File: config.mk
export PLATFORM = sky130hd
export DESIGN_NAME = btn_event_reader
export DESIGN_NICKNAME = d
export VERILOG_FILES = /design/src/rtl/nn_io_pkg.sv /design/src/rtl/btn_debounce.sv /design/src/rtl/btn_event_reader.sv
export SDC_FILE = /design/constraint.sdc
export NUM_CORES = 1
export LEC_CHECK = 0
export CORE_ASPECT_RATIO = 0.6
export CORE_MARGIN = 2
export CORE_UTILIZATION = 30
export DETAILED_ROUTE_END_ITERATION = 10
export GPL_ROUTABILITY_DRIVEN = 0
export PLACE_DENSITY = 0.46
export SLEW_MARGIN = 20
export SYNTH_ARGS = -nofsm -noshare
export SYNTH_HDL_FRONTEND = slang
export SYNTH_SLANG_ARGS = --single-unit
File: constraint.sdc
create_clock -name CLK -period 2.9 [get_ports CLK]
set_input_delay 0.87 -clock CLK [delete_from_list [all_inputs] [get_ports CLK]]
set_output_delay 0.87 -clock CLK [all_outputs]
set_load 0.02 [all_outputs]
File: src/rtl/nn_io_pkg.sv
// rtl/nn_io_pkg.sv - shared constants and types for the nnRvSoc button input path
//
// Purpose: event kind encodings, default button count, event word layout and
//          the button index assignment used by the SoC input ordering.
// Ports:   none (package).
package nn_io_pkg;

  localparam logic EVT_PRESS   = 1'b1;
  localparam logic EVT_RELEASE = 1'b0;

  localparam int N_BTN_DEFAULT = 4;

  // Index width for n buttons; a single button still needs one index bit.
  function automatic int idx_width(input int n);
    return (n > 1) ? $clog2(n) : 1;
  endfunction

  localparam int IDX_W_DEFAULT = idx_width(N_BTN_DEFAULT);

  typedef struct packed {
    logic                     kind;
    logic [IDX_W_DEFAULT-1:0] idx;
  } btn_evt_t;

  localparam int BTN_L = 0;
  localparam int BTN_R = 1;
  localparam int BTN_U = 2;
  localparam int BTN_D = 3;

endpackage

File: src/rtl/btn_debounce.sv
// rtl/btn_debounce.sv - two-flop synchroniser and debounce counter for one button
//
// Purpose: synchronises one raw button level and accepts a level change only
//          after it has been stable for DEBOUNCE_CYCLES consecutive cycles.
// Ports:
//   clk      in   system clock
//   rst_n    in   synchronous reset, active-low
//   btn_raw  in   raw asynchronous button level
//   level    out  debounced (registered) level
//   flip     out  high in the cycle the debounced level is about to change
module btn_debounce #(
  parameter  int DEBOUNCE_CYCLES = 50000,
  localparam int CW              = $clog2(DEBOUNCE_CYCLES)
) (
  input  logic clk,
  input  logic rst_n,
  input  logic btn_raw,
  output logic level,
  output logic flip
);

  logic          sync1;
  logic          sync2;
  logic [CW-1:0] cnt;
  logic          differs;

  assign differs = (sync2 != level);
  // Combinational so the pending bit is set on the same edge that updates level.
  assign flip    = differs && (cnt == CW'(DEBOUNCE_CYCLES - 1));

  always_ff @(posedge clk) begin
    if (!rst_n) begin
      sync1 <= 1'b0;
      sync2 <= 1'b0;
      cnt   <= '0;
      level <= 1'b0;
    end else begin
      sync1 <= btn_raw;
      sync2 <= sync1;
      if (!differs) begin
        cnt <= '0;
      end else if (flip) begin
        level <= sync2;
        cnt   <= '0;
      end else begin
        cnt <= cnt + CW'(1);
      end
    end
  end

endmodule

File: src/rtl/btn_event_reader.sv
// rtl/btn_event_reader.sv - debounced push-button event queue with overflow flag
//
// Purpose: debounces N_BTN buttons, turns each accepted press/release into a
//          {kind, idx} event, and queues events in a show-ahead FIFO drained by
//          the CPU.
// Ports:
//   CLK        in   system clock
//   RST_N      in   synchronous reset, active-low
//   btn_in     in   raw button levels, 1 = pressed
//   btn_state  out  debounced levels
//   evt_valid  out  FIFO non-empty
//   evt_data   out  head event {kind, idx}, 0 when empty
//   evt_rd     in   pop head (ignored when empty)
//   evt_count  out  FIFO occupancy
//   ovf        out  sticky event-lost flag
//   ovf_clr    in   clears ovf
module btn_event_reader
  import nn_io_pkg::*;
#(
  parameter  int N_BTN           = N_BTN_DEFAULT,
  parameter  int DEBOUNCE_CYCLES = 50000,
  parameter  int FIFO_DEPTH      = 8,
  localparam int IDX_W           = idx_width(N_BTN),
  localparam int EVT_W           = IDX_W + 1,
  localparam int CNT_W           = $clog2(FIFO_DEPTH) + 1
) (
  input  logic             CLK,
  input  logic             RST_N,
  input  logic [N_BTN-1:0] btn_in,
  output logic [N_BTN-1:0] btn_state,
  output logic             evt_valid,
  output logic [EVT_W-1:0] evt_data,
  input  logic             evt_rd,
  output logic [CNT_W-1:0] evt_count,
  output logic             ovf,
  input  logic             ovf_clr
);

  localparam int PTR_W = $clog2(FIFO_DEPTH);

  logic [N_BTN-1:0] flip;
  logic [N_BTN-1:0] pend;
  logic [N_BTN-1:0] pkind;
  logic [N_BTN-1:0] clr_mask;
  logic [N_BTN-1:0] overwrite;
  logic [IDX_W-1:0] sel;
  logic             any_pend;
  logic             pop;
  logic             push;
  logic             can_accept;

  logic [EVT_W-1:0] mem [FIFO_DEPTH];
  logic [PTR_W-1:0] wr_ptr;
  logic [PTR_W-1:0] rd_ptr;

  for (genvar i = 0; i < N_BTN; i++) begin : g_db
    btn_debounce #(
      .DEBOUNCE_CYCLES(DEBOUNCE_CYCLES)
    ) u_db (
      .clk     (CLK),
      .rst_n   (RST_N),
      .btn_raw (btn_in[i]),
      .level   (btn_state[i]),
      .flip    (flip[i])
    );
  end

  // Lowest-index pending button wins; scanning downward leaves the lowest set.
  always_comb begin
    sel = '0;
    for (int i = N_BTN - 1; i >= 0; i--) begin
      if (pend[i]) sel = IDX_W'(i);
    end
  end

  assign any_pend   = |pend;
  assign pop        = evt_rd && evt_valid;
  assign can_accept = (evt_count < CNT_W'(FIFO_DEPTH)) || pop;
  assign push       = any_pend && can_accept;

  always_comb begin
    clr_mask = '0;
    if (push) clr_mask[sel] = 1'b1;
  end

  // An older pending event is only lost if it is not leaving for the FIFO
  // on this very edge.
  assign overwrite = flip & pend & ~clr_mask;

  always_ff @(posedge CLK) begin
    if (!RST_N) begin
      pend  <= '0;
      pkind <= '0;
      ovf   <= 1'b0;
    end else begin
      // A flip overrides a clear on the same bit, keeping the newer event.
      pend  <= (pend & ~clr_mask) | flip;
      // The new debounced level is the complement of the current one.
      pkind <= (pkind & ~flip) | (~btn_state & flip);
      if (|overwrite) begin
        ovf <= 1'b1;
      end else if (ovf_clr) begin
        ovf <= 1'b0;
      end
    end
  end

  always_ff @(posedge CLK) begin
    if (push) mem[wr_ptr] <= {pkind[sel], sel};
  end

  always_ff @(posedge CLK) begin
    if (!RST_N) begin
      wr_ptr    <= '0;
      rd_ptr    <= '0;
      evt_count <= '0;
    end else begin
      if (push) wr_ptr <= wr_ptr + PTR_W'(1);
      if (pop)  rd_ptr <= rd_ptr + PTR_W'(1);
      case ({push, pop})
        2'b10:   evt_count <= evt_count + CNT_W'(1);
        2'b01:   evt_count <= evt_count - CNT_W'(1);
        default: evt_count <= evt_count;
      endcase
    end
  end

  assign evt_valid = (evt_count != '0);
  assign evt_data  = evt_valid ? mem[rd_ptr] : '0;

endmodule

==> reports/metrics.csv <==
metric,value,unit
via count,3489,
Iteration-0 DRC Markers,200,
Post-CTS Setup Inserts,0,
clk_lat worst skew,0.41,ns
Hold Worst Slack,0.435,ns
# hold bufs at CTS,0,
row count,37,
"commonest non-fill, non-tap cells in the layout","dfxtp_1, nor2_1, xor2_1, xnor2_1, nand2_1",
die area,0.0183,mm2
Num CTS Buffers,17,
"Top FF cell, synth",dfxtp_1,
dpl cells,764,
core area,0.0170,mm2
"Avg Cell Area, Syn",10.2,um2
Setup WS pre-CTS,-0.141,ns
gr ovfl total,0,
CTS root buf,clkbuf_16,
status,"finished, final reports clean",
Pre-antenna DRT Iters,4,
Post-synth EDFFs,24,
Clock Sinks,122,
Crit path required time,2.03,ns
Filler Cell Count,1697,
nets,566,
Final Power,3670,uW
relative slew slack,32.5,%
skew final,0.00646,ns
pin count of the biggest net entering global routing,17,
DRC,0,
syn nets,525,
clk slew on worst S/H paths,0.05,ns
port bufs,20,
post-route ant nets,0,
Die X,173,um
worst setup path category,reg2out,
fmax,0.363,GHz
Psw,780,uW
ys async rst share,0,%
Post-DP HPWL,7000,um
Vert. Die Dim,106,um
Synthesis Warnings,0,
max-cap violations,0,
Critical Path Fanout Max,6,
Int Pwr,2890,uW
Setup WS post-layout,0.142,ns
Final Critical Period,2.76,ns
crit path launch type,register,
mapped cell area,0.00517,mm2
Max IR drop VDD,0.000456,V
"Seq/Total Area, Yosys",51.9,%
H-tree levels,4,
leakage power,0.00216,uW
sw frac,21.3,%
crit path DAT,1.89,ns
"commonest non-fill, non-tap cell in the layout",dfxtp_1,
final setup fails,0,
Total GRT Usage,12.0,%
combinational share of power,1.1,%
Netlist cell types,44,
worst slew pin tran,1.00,ns
vias in the first global route,3524,
I/O pin total,21,
Clock Power Share,51.6,%
Yosys reg bits,122,
Area Growth Syn to Fin,20.6,%
Setup TNS Final,0,ns
DR vias/cell,4.38,
Gate Count Post-Synth,508,
number of inserted diodes,0,
CTS max path bufs,2,
RSZ-0062 raised after global routing,no,
WL/cell,12.6,um
Post-Layout Cell Count,796,
share of layout cells above drive strength 1,11.0,%
endpoint class of the critical path,output port,
pwr/cell area,588,mW/mm2
CTS tree,yes,
drt total wl,9990,um
final hold violations,0,
worst min path class,reg2reg,
global-route wire length before repair,17200,um
Initial Util,30.4,%
initial antenna violation count,0,
Final Cycle Share,95.1,%
"Slew Viols, Final",0,
Reg power frac,47.3,%
flip-flops by register name, indices dropped and copies added, names as in the netlist, named ones only:
name,cells
rd_ptr,3
g_db.u_db.level,4
ovf,1
pend,4
mem,24
g_db.u_db.sync1,4
g_db.u_db.sync2,4
evt_count,4
g_db.u_db.cnt,64
wr_ptr,3
critical path, stage by stage, from the launching register on:
cell	delay, ns
dfxtp_4	0.41
mux4_2	0.52
mux2i_1	0.17
nor2_1	0.06
dlygate4sd2_1	0.33
stage by stage:
stage / util, % / instance area [um2]
after floorplan: - / 5170
after global placement: 33.6 / 5700
after detailed placement: 33.6 / 5700
after CTS: 36.7 / 6240
after global routing: 36.7 / 6240
final: 36.7 / 6240
kinds of logic after synthesis:
family          after synthesis  synth area share [%]
fa+ha+maj                     9                  2.18
buf+inv                      28                  2.59
flops                       122                  51.9
xor+xnor                     67                  11.4
compound gates               32                  3.90
simple gates                235                  23.7
mux                          15                  4.36
Yosys cell counts (2+ instances only):
| library cell | count | share of area, % |
|---|---|---|
| a21boi_0 | 7 | 1.0 |
| a21oi_1 | 7 | 0.68 |
| and2_1 | 21 | 2.5 |
| and3_1 | 16 | 1.9 |
| and4_1 | 3 | 0.51 |
| and4b_1 | 2 | 0.39 |
| buf_2 | 5 | 0.48 |
| buf_4 | 4 | 0.58 |
| clkbuf_1 | 4 | 0.29 |
| dfxtp_1 | 98 | 38 |
| edfxtp_1 | 24 | 14 |
| ha_1 | 9 | 2.2 |
| inv_1 | 13 | 0.94 |
| mux2i_1 | 9 | 1.7 |
| mux4_2 | 6 | 2.6 |
| nand2_1 | 27 | 2.0 |
| nand2b_1 | 7 | 0.85 |
| nand3_1 | 25 | 2.4 |
| nand4_1 | 12 | 1.5 |
| nor2_1 | 85 | 6.2 |
| nor2b_1 | 6 | 0.73 |
| nor3_1 | 8 | 0.77 |
| nor4_1 | 4 | 0.48 |
| nor4b_1 | 3 | 0.51 |
| nor4bb_1 | 5 | 0.97 |
| o21a_1 | 4 | 0.58 |
| o21ai_0 | 9 | 0.87 |
| o21bai_1 | 2 | 0.29 |
| or3_1 | 3 | 0.36 |
| xnor2_1 | 31 | 5.3 |
| xor2_1 | 36 | 6.1 |
repair_timing:
action                                 CTS  global route
gates resized for setup                  5             0
endpoints found under the hold margin    0             0
setup endpoints to repair                3             0
path summary, 6_finish.rpt:
check | startpoint | to | slack, ns | cells past startpoint
max reg2reg | evt_count[0]$_SDFFE_PN0P_ | evt_count[2]$_SDFFE_PN0P_ | 0.51 | 10
max | register | evt_data[0] | 0.14 | 4
min reg2reg | g_db[2].u_db.sync1$_SDFF_PN0_ | g_db[2].u_db.sync2$_SDFF_PN0_ | 0.43 | 1
min | g_db[2].u_db.sync1$_SDFF_PN0_ | g_db[2].u_db.sync2$_SDFF_PN0_ | 0.43 | 1
final cells by class:
class                           count  area, um2  share of cell area, %
Multi-Input combinational cell    358       2350                   37.7
Tap cell                          234        293                   4.70
Clock inverter                     13       76.3                   1.22
Inverter                           14       52.6                  0.843
Sequential cell                   122       2690                   43.1
Clock buffer                       19        458                   7.34
Timing Repair Buffer               36        317                   5.08
routing by layer:
layer | track usage, % | routed length [um] | vias to the layer above
met1 | 16.2 | 5390 | 1617
met2 | 17.6 | 4100 | 37
met4 | 4.72 | 106 | 0
met5 | 0 | 0 | -
li1 | - | - | 1822
met3 | 4.04 | 398 | 13
power groups by stage:
stage / logic, uW / clock network [uW] / registers [uW]
2_1_floorplan: 22.7 / 0 / 1770
3_3_place_gp: 42.0 / 0 / 1770
3_5_place_dp: 42.6 / 0 / 1770
4_1_cts: 43.0 / 1940 / 1730
5_1_grt: 46.2 / 2010 / 1730
6_report: 41.7 / 1890 / 1730
Note: power is estimated with default switching activity, not from simulation.
